### config.mk
export PLATFORM = sky130hd
export DESIGN_NAME = pong_match_sequencer
export DESIGN_NICKNAME = d
export VERILOG_FILES = /design/src/rtl/pong_match_sequencer.sv
export SDC_FILE = /design/constraint.sdc
export NUM_CORES = 1
export LEC_CHECK = 0
export ABC_AREA = 1
export CAP_MARGIN = 20
export CORE_ASPECT_RATIO = 1.1
export CORE_MARGIN = 1
export CORE_UTILIZATION = 40
export CTS_CLUSTER_DIAMETER = 120
export CTS_CLUSTER_SIZE = 20
export DETAILED_ROUTE_END_ITERATION = 8
export GPL_ROUTABILITY_DRIVEN = 0
export HOLD_SLACK_MARGIN = 0.1
export PLACE_DENSITY = 0.67
export SETUP_SLACK_MARGIN = 0.15
export SLEW_MARGIN = 20
export SYNTH_ARGS = -nofsm -noshare
export SYNTH_HDL_FRONTEND = slang
export SYNTH_SLANG_ARGS = --single-unit
### constraint.sdc
create_clock -name game_clk -period 1.67 [get_ports game_clk]
set_input_delay 0.4175 -clock game_clk [delete_from_list [all_inputs] [get_ports game_clk]]
set_output_delay 0.4175 -clock game_clk [all_outputs]
set_load 0.05 [all_outputs]
### src/rtl/pong_match_sequencer.sv
// Match-level control for a pong game: serve timing, goal scoring, rally speed-up
// and win detection, with every output registered on game_clk.
module pong_match_sequencer #(
    parameter int WIN_SCORE     = 7,
    parameter int SERVE_DELAY   = 60,
    parameter int GOAL_MARGIN   = 4,
    parameter int VEL_INIT      = 2,
    parameter int VEL_MAX       = 6,
    parameter int HITS_PER_STEP = 4
) (
    input  logic       game_clk,
    input  logic       reset,
    input  logic       start_btn,
    input  logic       pause,
    input  logic       paddle_hit,
    input  logic [9:0] x_ball,
    input  logic [4:0] width_ball,
    input  logic [9:0] x_lwall,
    input  logic [9:0] x_rwall,
    output logic       ball_load,
    output logic       ball_run,
    output logic       serve_dir,
    output logic [3:0] ball_vel,
    output logic [3:0] score_l,
    output logic [3:0] score_r,
    output logic       game_over,
    output logic       winner
);

    typedef enum logic [2:0] {
        IDLE       = 3'd0,
        SERVE_WAIT = 3'd1,
        PLAY       = 3'd2,
        POINT      = 3'd3,
        GAME_OVER  = 3'd4
    } state_t;

    localparam logic [3:0]  WIN_V      = 4'(WIN_SCORE);
    localparam logic [9:0]  DELAY_LOAD = 10'(SERVE_DELAY - 1);
    localparam logic [10:0] MARGIN_V   = 11'(GOAL_MARGIN);
    localparam logic [3:0]  VEL_INIT_V = 4'(VEL_INIT);
    localparam logic [3:0]  VEL_MAX_V  = 4'(VEL_MAX);
    localparam logic [3:0]  HITS_LAST  = 4'(HITS_PER_STEP - 1);

    state_t      state_r;
    logic        start_q_r;
    logic [9:0]  delay_cnt_r;
    logic [3:0]  hit_cnt_r;

    logic        start_edge_s;
    logic        left_goal_s;
    logic        right_goal_s;

    assign start_edge_s = start_btn & ~start_q_r;
    // Widened to 11 bits so wall + margin and ball + width + margin cannot wrap.
    assign left_goal_s  = {1'b0, x_ball} < ({1'b0, x_lwall} + MARGIN_V);
    assign right_goal_s = ({1'b0, x_ball} + {6'd0, width_ball} + MARGIN_V) > {1'b0, x_rwall};

    // Match state machine; all outputs are updated here so they are registered.
    always_ff @(posedge game_clk or negedge reset) begin
        if (!reset) begin
            state_r     <= IDLE;
            start_q_r   <= 1'b0;
            delay_cnt_r <= 10'd0;
            hit_cnt_r   <= 4'd0;
            ball_load   <= 1'b1;
            ball_run    <= 1'b0;
            serve_dir   <= 1'b1;
            ball_vel    <= VEL_INIT_V;
            score_l     <= 4'd0;
            score_r     <= 4'd0;
            game_over   <= 1'b0;
            winner      <= 1'b0;
        end else begin
            start_q_r <= start_btn;
            case (state_r)
                IDLE, GAME_OVER: begin
                    if (start_edge_s) begin
                        state_r     <= SERVE_WAIT;
                        score_l     <= 4'd0;
                        score_r     <= 4'd0;
                        ball_vel    <= VEL_INIT_V;
                        hit_cnt_r   <= 4'd0;
                        serve_dir   <= 1'b1;
                        delay_cnt_r <= DELAY_LOAD;
                        ball_load   <= 1'b1;
                        ball_run    <= 1'b0;
                        game_over   <= 1'b0;
                        winner      <= 1'b0;
                    end
                end
                SERVE_WAIT: begin
                    if (delay_cnt_r == 10'd0) begin
                        state_r   <= PLAY;
                        ball_load <= 1'b0;
                        ball_run  <= ~pause;
                    end else begin
                        delay_cnt_r <= delay_cnt_r - 10'd1;
                    end
                end
                PLAY: begin
                    if (pause) begin
                        ball_run <= 1'b0;
                    end else if (left_goal_s) begin
                        // Left goal wins a tie and swallows any coincident paddle hit.
                        if (score_r < WIN_V) score_r <= score_r + 4'd1;
                        serve_dir <= 1'b0;
                        state_r   <= POINT;
                        ball_run  <= 1'b0;
                        ball_load <= 1'b1;
                    end else if (right_goal_s) begin
                        if (score_l < WIN_V) score_l <= score_l + 4'd1;
                        serve_dir <= 1'b1;
                        state_r   <= POINT;
                        ball_run  <= 1'b0;
                        ball_load <= 1'b1;
                    end else begin
                        ball_run <= 1'b1;
                        if (paddle_hit) begin
                            if (hit_cnt_r >= HITS_LAST) begin
                                hit_cnt_r <= 4'd0;
                                if (ball_vel < VEL_MAX_V) ball_vel <= ball_vel + 4'd1;
                            end else begin
                                hit_cnt_r <= hit_cnt_r + 4'd1;
                            end
                        end
                    end
                end
                POINT: begin
                    ball_run <= 1'b0;
                    if ((score_l == WIN_V) || (score_r == WIN_V)) begin
                        state_r   <= GAME_OVER;
                        game_over <= 1'b1;
                        winner    <= (score_r == WIN_V);
                        ball_load <= 1'b0;
                    end else begin
                        state_r     <= SERVE_WAIT;
                        ball_vel    <= VEL_INIT_V;
                        hit_cnt_r   <= 4'd0;
                        delay_cnt_r <= DELAY_LOAD;
                        ball_load   <= 1'b1;
                    end
                end
                default: begin
                    state_r   <= IDLE;
                    ball_load <= 1'b1;
                    ball_run  <= 1'b0;
                    game_over <= 1'b0;
                end
            endcase
        end
    end

endmodule

# After elaboration in Yosys (flattened, before gate mapping)
# Cells that the tools add are included.
totals:
  reg_bits: 35
  out_inout_bits: 17
  wordCells: 128
  inputBits: 40
op_classes:
  muxes: 57
  addsub: 8
  n_eq_ne: 22
  reduce_logical: 19
  order_cmp: 6
  n_bitwise: 4
ops:
  columns: ["op", "n"]
  rows:
  - ["$mux 4", 22]
  - ["$mux 10", 3]
  - ["$ne 2x2->1 const B", 15]
  - ["$pmux 10 s3", 1]
  - ["$pmux 4 s3", 2]
  - ["$mux 3", 6]
  - ["$add 4x1->4 const B", 4]
  - ["$pmux 4 s2", 2]
  - ["$mux 1", 15]
  - ["$lt 4x3->1 const B", 3]
  - ["$pmux 3 s4", 1]
  - ["$reduce_and 4->1", 3]
  - ["$add 10x3->11 const B", 1]
  - ["$add 10x5->11", 1]
  - ["$add 11x3->11 const B", 1]
  - ["$gt 11x10->1", 1]
  - ["$lt 10x11->1", 1]
  - ["$logic_not 10->1", 1]
  - ["$sub 10x1->10 const B", 1]
  - ["$reduce_and 9->1", 1]
  - ["$eq 4x3->1 const B", 2]
  - ["$reduce_and 7->1", 1]
  - ["$eq 3x2->1 const B", 2]
  - ["$pmux 1 s3", 2]
  - ["other kinds (17)", 24]

# Depth between registers and ports, before layout
depth:
  word_depth: 8
  mapped_depth: 22
  mapped_depth_nobuf: 22

# Worst setup path after synthesis
# OpenSTA, ideal clock, no wires.
synth_timing:
  path_kind: "input to register"
  start: "in x_ball[1]"
  end: "reg hit_cnt_r[0]"
  required_ns: 1.553
  n_path_buf: 0
  cell_stages: 20
  path_slack_ns: -1.399
  setup_time_ns: 0.117
  t_arrival_ns: 2.952
  cell_sequence: "ha_1 -> ha_1 -> fa_1 -> nand3_1 -> nand3_1 -> nand2_1 -> a21boi_0 -> nand3_1 -> xor2_1 -> inv_1 -> ha_1 -> and3_1 -> nand2_1 -> nand2_1 -> nand2_1 -> nand4_1 -> nand2_4 -> inv_2 -> nand2_1 -> nand2_1"
synth_via:
  elab_chain_len: 5
  elab_cells_between_ends: 7
  classes_between: "add/sub: 2; order compare: 2; eq/ne: 2; reduce/logical: 1"
synth_rtl:
  columns: ["item", "line", "rtl"]
  rows:
  - ["start: declaration", "16", "input logic [9:0] x_ball,"]
  - ["$add 10x5->11", "57", "assign right_goal_s = ({1'b0, x_ball} + {6'd0, width_ball} + MARGIN_V) > {1'b0, x_rwall};"]
  - ["$add 11x3->11", "57", null]
  - ["$gt 11x10->1", "57", null]
  - ["$ne 2x2->1 (no line)", null, null]
  - ["$reduce_and 7->1 (no line) *", null, null]
  - ["end signal: assignment", "124", "hit_cnt_r <= hit_cnt_r + 4'd1;"]
  - ["end: declaration", "48", "logic [3:0] hit_cnt_r;"]
# Every way passes the cells marked *; elsewhere a longest branch is shown, timed or not.
# A chain may end at the register's enable or synchronous reset.

# Final worst setup path
layout_timing:
  start: "in width_ball[1]"
  end: "reg hit_cnt_r[0]"
layout_via:
  elab_chain_len: 5
layout_rtl:
  columns: ["item", "line", "rtl"]
  rows:
  - ["start: declaration", "17", "input logic [4:0] width_ball,"]
  - ["$add 10x5->11", "57", null]
  - ["$add 11x3->11", "57", null]
  - ["$gt 11x10->1", "57", null]
  - ["$ne 2x2->1 (no line)", null, null]
  - ["$reduce_and 7->1 (no line)", null, null]
# Every way passes these cells.

==> flow_summary.json <==
{
  "synth_xor_area_frac": 0.0578,
  "hp-class": "input port to asynchronous set/reset pin",
  "synth-simple-area-share": 0.291,
  "fin_area_um2": 4930,
  "clock_sinks": 35,
  "cts_root_buf": "clkbuf_8",
  "synth_top_family_by_area": "simple AND/OR/NAND/NOR gates",
  "wl_per_cell_um": 13.4,
  "drc": 0,
  "dr.pass1.iters": 4,
  "path_clk_slew_ns": 0.08,
  "dpl_cell_area_um2": 4230,
  "grt_max_degree": 36,
  "drt_iter0_drc": 119,
  "p_per_area_nw_per_um2": 1170,
  "port_buffers": 56,
  "worstSetupStartpointType": "input port",
  "fin_crit_sh": 1.72,
  "ctsHoldBuffers": 0,
  "max_freq_ghz": 0.348,
  "leakage_uw": 0.00236,
  "cts_inserted_buffers": 5,
  "syn-cell-area_um2": 2880,
  "grt_overflow": 0,
  "slew_violations": 0,
  "ant_nets": 0,
  "synth-seq-area-share": 0.306,
  "grt_pass1_vias": 3174,
  "clockBufferDepth": 2,
  "ys_seq_elements": 35,
  "drive_above_1_share": 0.463,
  "syn_inst": 379,
  "violations": "setup timing",
  "diodes": 0,
  "status": "finished with violations",
  "crit_type": "input port to register",
  "async_flop_share": 1.00,
  "end_kind": "register",
  "rows": 32,
  "die_area_um2": 7540,
  "setup_violations": 25,
  "syn-num-nets": 455,
  "synth_edf_count": 0,
  "synth_ff_type": "dfrtp_1",
  "cpMostUsedCell": "ha_4",
  "syn-mean-instance-area_um2": 7.59,
  "synthToLayoutAreaGrowth_pct": 71.4,
  "grt_pass1_wl_um": 13800,
  "dp_hpwl_um": 5710,
  "htree_levels": 2,
  "drt-vias-per-instance": 5.05,
  "worstPathMaxFanout": 5,
  "crit_chain": "buf_6 -> ha_4 -> ha_4 -> fa_2 -> nand3_2 -> nand3_2 -> nand2_2 -> a21boi_2 -> nand3_1 -> xor2_1 -> inv_1 -> ha_4 -> and3_4 -> nand4_1 -> nand2_4 -> nand4_1 -> nand2_4 -> inv_2 -> nand2_1 -> nand2_1",
  "start_util": 0.413,
  "final_cells": 603,
  "io_pins": 57,
  "dp.cells": 567,
  "cts_tree": "built",
  "slowest_delay_ns": 0.34,
  "skew_ns": 0.00768,
  "slowest_stage": "fa_2",
  "synth.top_cell.area_share": 0.278,
  "yosys.area.top_type": "dfrtp_1",
  "ys_warn_count": 0,
  "synthMuxAreaShare": 0,
  "rsz0062_at_grt": "true",
  "synth_compound_area_frac": 0.0991,
  "cp.arrival_ns": 3.06,
  "wl_um": 8110,
  "yosys-top-cells-area": "dfrtp_1 (28%), ha_1 (15%), nand2_1 (11%)",
  "tightest_slew_ns": 0.374,
  "final.setup.worst_slack_ns": -1.20,
  "slew_headroom": 0.749,
  "grt_use_total": 0.224,
  "ir_worst_vdd_uv": 968,
  "ys_types": 37,
  "clk_latency_ns": 0.29,
  "die_x_um": 82.9,
  "vias": 3043,
  "critPathRequiredTime_ns": 1.86,
  "synth_fa_ha_area_frac": 0.159,
  "grt_antenna_before_repair": 0,
  "period_needed_ns": 2.87,
  "core_um2": 6970,
  "cap_violations": 0,
  "layout.nets": 593,
  "hold_viol_final": 0,
  "die_h_um": 91.0
}
logic make-up after synthesis:
| logic type | Yosys count |
|---|---|
| xor gates and xnor gates | 19 |
| DFF | 35 |
| buffers and inverters | 61 |
| adders and majority gates | 36 |
| and+or+nand+nor | 178 |
| AOI/OAI and AO/OA | 50 |
flip-flops by register name, indices dropped and copies added (netlist names):
name and cells:
delay_cnt_r 10, ball_vel 4, hit_cnt_r 4, score_l 4, score_r 4, state_r 3
ball_load 1, ball_run 1, game_over 1, serve_dir 1, start_q_r 1, winner 1
per-stage QoR:
step           setup WS [ns]  total power [uW]  TNS, ns  hold slack, ns   util
6_report               -1.20              5750   -20.82           0.486  0.708
5_1_grt                -1.39              6150   -24.62           0.513  0.708
4_1_cts                -1.15              5410   -19.69           0.494  0.676
3_5_place_dp           -1.90              4280   -38.08           0.483  0.607
3_3_place_gp           -1.81              4200   -36.60           0.461  0.607
2_1_floorplan          -1.18              3000   -20.01           0.122      -
synthesized netlist by cell type, types with 5 or more instances:
cell type  count
inv_1         53
xor2_1        15
nand2_1       88
nand4_1        5
nor2_2         5
ha_1          35
nand3_1       29
nor2_1        32
a21oi_1       17
dfrtp_1       32
o21ai_1       10
o21ai_0        9
per-layer routing:
layer,up-vias,routed length [um],global-route usage
li1,1511,-,-
met1,1454,3110,0.238
met2,61,4570,0.430
met3,17,245,0.0409
met4,0,178,0.0876
met5,-,0,0
area by class of cell:
cell class / count / area, um^2
Multi-Input combinational cell: 284 / 2290
Clock inverter: 2 / 12.5
Sequential cell: 35 / 888
Tap cell: 85 / 106
Fill cell: 505 / 2030
Inverter: 57 / 216
Clock buffer: 6 / 72.6
Timing Repair Buffer: 134 / 1340
where the power goes:
| group | switching (uW) | internal, uW |
|---|---|---|
| clock network | 326 | 292 |
| registers | 212 | 1050 |
| logic | 2020 | 1850 |
worst paths after layout:
check / from / endpoint / slack, ns / cells past startpoint
setup / recovery: width_ball[1] / hit_cnt_r[0]$_DFFE_PN0P_ / -1.20 / 20
hold / removal: reset / delay_cnt_r[6]$_DFFE_PN0P_ / 0.49 / 2
setup reg to reg: score_l[1]$_DFFE_PN0P_ / hit_cnt_r[0]$_DFFE_PN0P_ / -0.12 / 11
hold reg to reg: hit_cnt_r[3]$_DFFE_PN0P_ / hit_cnt_r[3]$_DFFE_PN0P_ / 0.50 / 2
max in group asynchronous: reset / serve_dir$_DFFE_PN1P_ / 0.91 / 2
min in group game_clk: hit_cnt_r[3]$_DFFE_PN0P_ / hit_cnt_r[3]$_DFFE_PN0P_ / 0.50 / 2
cell usage in the layout (no fill, tap or decap), types with 9 or more instances in the layout:
cell type        synthesis  final
clkdlybuf4s50_1          0     22
dfrtp_1                 32     25
a21oi_2                  1     10
o21ai_1                 10     11
nand2_1                 88     66
buf_12                   0     18
ha_4                     0     15
ha_1                    35     20
nand2_2                  2     18
nor2_1                  32     22
buf_4                    0     65
inv_2                    4     11
buf_6                    3     13
nand3_1                 29     17
xor2_1                  15     12
inv_1                   53     45
nand2_4                  3      9
nor2_2                   5      9
nand3_2                  0     10
worst max-delay path, delay by kind of cell:
kind	cells	cell delay, ns
simple gates	11	1.17
fa+ha+maj	4	1.00
buf+inv	3	0.24
xor+xnor	1	0.16
compound gates	1	0.06
what timing repair did:
item | CTS | global route
resized for setup | 120 | 44
pin swaps | 59 | 34
endpoints found under the setup margin | 32 | 33
setup buffers | 18 | 10
cloned | 1 | 0
(Power assumes the default switching activity.)
